===== config.mk =====
export PLATFORM = sky130hd
export DESIGN_NAME = cache_arbiter
export DESIGN_NICKNAME = d
export VERILOG_FILES = /design/src/rtl/cache_arb_types.sv /design/src/rtl/cache_arb_reg.sv /design/src/rtl/cache_arbiter.sv
export SDC_FILE = /design/constraint.sdc
export NUM_CORES = 1
export LEC_CHECK = 0
export CORE_AREA = 2 2 542 544
export DETAILED_ROUTE_END_ITERATION = 16
export DIE_AREA = 0 0 544 546
export HOLD_SLACK_MARGIN = 0.15
export PLACE_DENSITY = 0.3
export SLEW_MARGIN = 15
export SYNTH_ARGS = -nofsm -noshare
export SYNTH_HDL_FRONTEND = slang
export SYNTH_SLANG_ARGS = --single-unit

===== constraint.sdc =====
create_clock -name clk -period 5.8 [get_ports clk]
set_input_delay 1.16 -clock clk [delete_from_list [all_inputs] [get_ports clk]]
set_output_delay 1.16 -clock clk [all_outputs]
set_load 0.005 [all_outputs]

===== src/rtl/cache_arb_types.sv =====
// Shared types for the I/D cache to physical-memory arbiter.
package cache_arb_types;

  localparam int CA_LINE_WIDTH  = 256;
  localparam int CA_ADDR_WIDTH  = 32;
  localparam int CA_OFFSET_BITS = 5;

  typedef enum logic [2:0] {
    IDLE,
    BUSY_I,
    BUSY_D,
    RESP_I,
    RESP_D
  } arb_state_t;

  typedef enum logic {
    GRANT_I,
    GRANT_D
  } grant_t;

  typedef logic [CA_LINE_WIDTH-1:0] line_t;

endpackage


===== src/rtl/cache_arb_reg.sv =====
// Parameterized load-enable register with asynchronous active-low clear.
module cache_arb_reg #(
  parameter int WIDTH = 8
) (
  input  logic             clk,
  input  logic             rst_n,
  input  logic             en,
  input  logic [WIDTH-1:0] d,
  output logic [WIDTH-1:0] q
);

  always_ff @(posedge clk or negedge rst_n) begin
    if (!rst_n) begin
      q <= '0;
    end else if (en) begin
      q <= d;
    end
  end

endmodule


===== src/rtl/cache_arbiter.sv =====
// Round-robin arbiter serializing I-cache fills and D-cache fills/write-backs
// onto a single physical-memory port, one transaction per grant.
//
// state  | meaning
// IDLE   | sample requests, grant one (round-robin on a tie)
// BUSY_I | I-cache fill outstanding on the memory port
// BUSY_D | D-cache fill or write-back outstanding on the memory port
// RESP_I | one-cycle i_resp pulse, fill data presented on i_rdata
// RESP_D | one-cycle d_resp pulse, fill data presented on d_rdata
module cache_arbiter
  import cache_arb_types::*;
#(
  parameter int LINE_WIDTH  = CA_LINE_WIDTH,
  parameter int ADDR_WIDTH  = CA_ADDR_WIDTH,
  parameter int OFFSET_BITS = CA_OFFSET_BITS
) (
  input  logic                  clk,
  input  logic                  rst,
  input  logic                  i_read,
  input  logic [ADDR_WIDTH-1:0] i_addr,
  output logic [LINE_WIDTH-1:0] i_rdata,
  output logic                  i_resp,
  input  logic                  d_read,
  input  logic                  d_write,
  input  logic [ADDR_WIDTH-1:0] d_addr,
  input  logic [LINE_WIDTH-1:0] d_wdata,
  output logic [LINE_WIDTH-1:0] d_rdata,
  output logic                  d_resp,
  output logic                  mem_read,
  output logic                  mem_write,
  output logic [ADDR_WIDTH-1:0] mem_addr,
  output logic [LINE_WIDTH-1:0] mem_wdata,
  input  logic [LINE_WIDTH-1:0] mem_rdata,
  input  logic                  mem_resp
);

  arb_state_t state_q, state_d;
  grant_t     last_q, last_d;

  logic                  load;
  logic                  load_d;
  logic                  capture;
  logic                  d_req;
  logic [ADDR_WIDTH-1:0] addr_sel;
  logic [ADDR_WIDTH-1:0] addr_aligned;
  logic                  write_q;
  logic [LINE_WIDTH-1:0] line_q;

  always_ff @(posedge clk or negedge rst) begin
    if (!rst) begin
      state_q <= IDLE;
      last_q  <= GRANT_I;
    end else begin
      state_q <= state_d;
      last_q  <= last_d;
    end
  end

  assign d_req = d_read | d_write;

  always_comb begin
    state_d = state_q;
    last_d  = last_q;
    load    = 1'b0;
    load_d  = 1'b0;
    capture = 1'b0;
    case (state_q)
      IDLE: begin
        // D wins a tie only when I had the previous grant.
        if (d_req && (!i_read || last_q == GRANT_I)) begin
          state_d = BUSY_D;
          last_d  = GRANT_D;
          load    = 1'b1;
          load_d  = 1'b1;
        end else if (i_read) begin
          state_d = BUSY_I;
          last_d  = GRANT_I;
          load    = 1'b1;
        end
      end
      BUSY_I: begin
        if (mem_resp) begin
          capture = 1'b1;
          state_d = RESP_I;
        end
      end
      BUSY_D: begin
        if (mem_resp) begin
          capture = 1'b1;
          state_d = RESP_D;
        end
      end
      RESP_I:  state_d = IDLE;
      RESP_D:  state_d = IDLE;
      default: state_d = IDLE;
    endcase
  end

  assign addr_sel     = load_d ? d_addr : i_addr;
  assign addr_aligned = {addr_sel[ADDR_WIDTH-1:OFFSET_BITS], {OFFSET_BITS{1'b0}}};

  cache_arb_reg #(.WIDTH(ADDR_WIDTH)) u_addr_reg (
    .clk   (clk),
    .rst_n (rst),
    .en    (load),
    .d     (addr_aligned),
    .q     (mem_addr)
  );

  // An I grant always loads a read; d_write dominates d_read on the D side.
  cache_arb_reg #(.WIDTH(1)) u_op_reg (
    .clk   (clk),
    .rst_n (rst),
    .en    (load),
    .d     (load_d & d_write),
    .q     (write_q)
  );

  cache_arb_reg #(.WIDTH(LINE_WIDTH)) u_wdata_reg (
    .clk   (clk),
    .rst_n (rst),
    .en    (load_d),
    .d     (d_wdata),
    .q     (mem_wdata)
  );

  cache_arb_reg #(.WIDTH(LINE_WIDTH)) u_line_buf (
    .clk   (clk),
    .rst_n (rst),
    .en    (capture),
    .d     (mem_rdata),
    .q     (line_q)
  );

  assign mem_read  = (state_q == BUSY_I) | ((state_q == BUSY_D) & ~write_q);
  assign mem_write = (state_q == BUSY_D) & write_q;
  assign i_resp    = (state_q == RESP_I);
  assign d_resp    = (state_q == RESP_D);
  assign i_rdata   = line_q;
  assign d_rdata   = line_q;

endmodule

==> impl_results.md <==
* Status: finished clean
* Crit path cell chain: nor4bb_1, clkdlybuf4s50_1
* Dominant cell type by area after synthesis: dfrtp_1
* Total Power at 24.94 mW
* Routed Antenna Nets at 0
* First-pass GRT wire length at roughly 210,000 um
* Hold Path Class: in -> async
* Clock latency at the later pin of the worst-skew pair at 800 ps
* Layout cells sized above 1 at 0.2453
* Vias at 17,840
* Final Max Tran Viols at 0
* Pre-CTS setup slack at between 1500 and 2000 ps
* Clk pin slew, worst setup/hold paths at 50 ps
* Synthesized instance count at 1,526
* Top Ports at between 1,000 and 1,500
* Initial antenna violation count at 152
* Flip-flop and latch count after synthesis at 544
* Row count at 199
* Placer Congestion at 0.8242
* 1st-iter DRT viols at 673
* Period minus WS final at approximately 3600 ps
* Post-CTS Setup Inserts at 0
* Worst endpoint data arrival time at between 2000 and 2500 ps
* Ranking of synthesized cells by area: dfrtp_1 (60%), mux2_2 (25%), buf_4 (9.5%)
* Crit path launch type: register
* Detailed-placement wirelength estimate at approximately 140,000 um
* Largest stage delay, worst path at 800 ps
* Vias in the first global route at 18,420
* Vias/cell at 2.665
* Final Cell Area at 42,020 um2
* Commonest cells post-synth: dfrtp_1 (544), mux2_2 (512), buf_4 (286)
* Data required, critical path at about 4600 ps
* Crit path depth at 2
* Synth warn at 0
* CP max stage cell: clkdlybuf4s50_1
* Worst-path fanout max at 12
* # fillers at 32,630
* Total clock sinks at 544
* CTS HTree Levels at 3
* Worst setup path class: reg -> out
* Starting density of the core at 0.07771
* Fmax at 0.2763 GHz
* Post-Syn Area per Cell at 14.87 um2
* Slew Limit Headroom at 0.3499
* Final WS setup at 2181 ps
* CTS root buf: clkbuf_16
* Core box area at approximately 290,000 um2
* Area growth syn-to-layout at 85.16%
* Worst vdd ir at between 0.0002 and 0.0003 V
* Die area at roughly 300,000 um2
* Leak at 15.47 nW
* Placed cell areas at 39,170 um2
* Routed wire length at 166,400 um
* Fin nets at 3,262
* Nature of the critical path endpoint: output port
* Top FF cell, synth: dfrtp_1
* Cells on worst reg2reg path at 5
* Overall routing resource usage at 0.1087
* Setup tns final at 0 ps
* Most frequent cell after synthesis: dfrtp_1
* Fraction of registers with async set/reset at 1.000
* RSZ-0062 raised after global routing: false
* Max Clock Skew at 47.94 ps
* Die width at 544 um
* Cell family with most CP delay: buffers and inverters
* Tcrit/Tclk final at 0.6240
* Wire length per cell at around 25 um
* Num CTS Buffers at 88
* Distinct cells, synth at 29
* Pwr dens at 593.4 nW/um2
* CTS tree: built
* Synthesized area at about 23,000 um2
* Seq/Total Area, Yosys at 0.5998
* Port Buf Inserts at 1,370
* Final routed DRC violation total at 0
* CTS resizes at 0
* Gr ovfl total at 0
* CTS max path bufs at 4
* Worst Max-Slew Pin Slew at 975.1 ps
* Top cell type's share of synthesized area at 0.5998
* Post-synth EDFFs at 0
* WP buf/inv at 1
* DR pass1 iterations at 5
* Final Hold Violating Endpoints at 0
* Max-Cap Viols at 0
* Largest net degree at the start of global routing at 104
* Hold_buf cts at 0
* Endpoints failing setup at 0
* Die H at 546 um
==> state kept, by name, summed over array words and instances (netlist names) <==
| name | count |
|---|---|
| state_q | 3 |
| u_addr_reg.q | 27 |
| u_op_reg.q | 1 |
| u_wdata_reg.q | 256 |
| last_q | 1 |
| u_line_buf.q | 256 |
==> where the power goes <==
group / leakage [nW] / switching (mW) / internal (mW)
Combinational: 7.71 / 4.53 / 7.32
Sequential: 6.41 / 1.96 / 5.79
Clock: 1.35 / 2.15 / 3.19
Total: 15.5 / 8.64 / 16.3
==> final timing paths <==
check | from | to | slack (ps)
max | state_q[0] | mem_write | 2180
min | rst | u_line_buf.q[224] | 440
max reg2reg | state_q[0] | u_wdata_reg.q[34] | 2940
min reg2reg | u_wdata_reg.q[204] | u_wdata_reg.q[204] | 500
max in group asynchronous | rst | u_wdata_reg.q[221] | 4050
min in group clk | u_wdata_reg.q[204] | u_wdata_reg.q[204] | 500
==> cells in the final DEF (no fill, tap or decap), types with 2 or more instances in the layout <==
| cell | synthesis | routed |
|---|---|---|
| nor3b_1 | 2 | 2 |
| o21ai_0 | 27 | 27 |
| clkbuf_16 | 0 | 89 |
| clkbuf_1 | 12 | 23 |
| clkinvlp_4 | 0 | 5 |
| nor4bb_1 | 2 | 2 |
| diode_2 | 0 | 36 |
| clkbuf_8 | 0 | 13 |
| o31ai_1 | 27 | 27 |
| dfrtp_1 | 544 | 544 |
| conb_1 | 1 | 5 |
| clkinv_2 | 0 | 9 |
| nor2_1 | 30 | 30 |
| clkdlybuf4s50_1 | 0 | 1369 |
| buf_12 | 0 | 12 |
| buf_4 | 286 | 14 |
| bufinv_16 | 0 | 5 |
| mux2_2 | 512 | 512 |
| a21oi_1 | 28 | 28 |
| inv_6 | 0 | 5 |
==> cell type report <==
type | count | area (um2) | area share
clock inverter | 24 | 276.5 | 0.006580
timing repair buffer | 1396 | 14060 | 0.3347
sequential | 544 | 13610 | 0.3239
antenna | 36 | 90.09 | 0.002144
tap | 3919 | 4903 | 0.1167
multi-input combinational | 649 | 6581 | 0.1566
inverter | 1 | 3.754 | 0.00008932
clock buffer | 125 | 2492 | 0.05931
==> per-layer routing <==
metal	vias up	wire length, um	track usage
li1	7429	-	-
met1	8794	66160	0.1265
met2	1187	69740	0.1613
met3	324	25270	0.07279
met4	108	4563	0.02823
met5	-	689	0
==> cells by family (layout without fill, tap and decap cells) <==
logic type,count (synthesis),in the layout,share of synthesized area
flip-flops,544,544,0.5998
multiplexers,512,512,0.2540
buffers and inverters,337,1546,0.1120
AO/OA/AOI/OAI,88,88,0.02354
AND/OR/NAND/NOR,43,43,0.01003
other,1,41,0.0001652
XOR/XNOR,1,1,0.0003860
==> metrics by stage <==
stage / cells / hold WS [ps] / util
2_1_floorplan: 1530 / 481.0 / -
3_3_place_gp: 6509 / 488.7 / 0.1341
3_5_place_dp: 6509 / 494.0 / 0.1341
4_1_cts: 6658 / 437.2 / 0.1436
5_1_grt: 6661 / 436.9 / 0.1436
6_report: 6694 / 441.8 / 0.1439
Power figures use the tool's default switching activity.
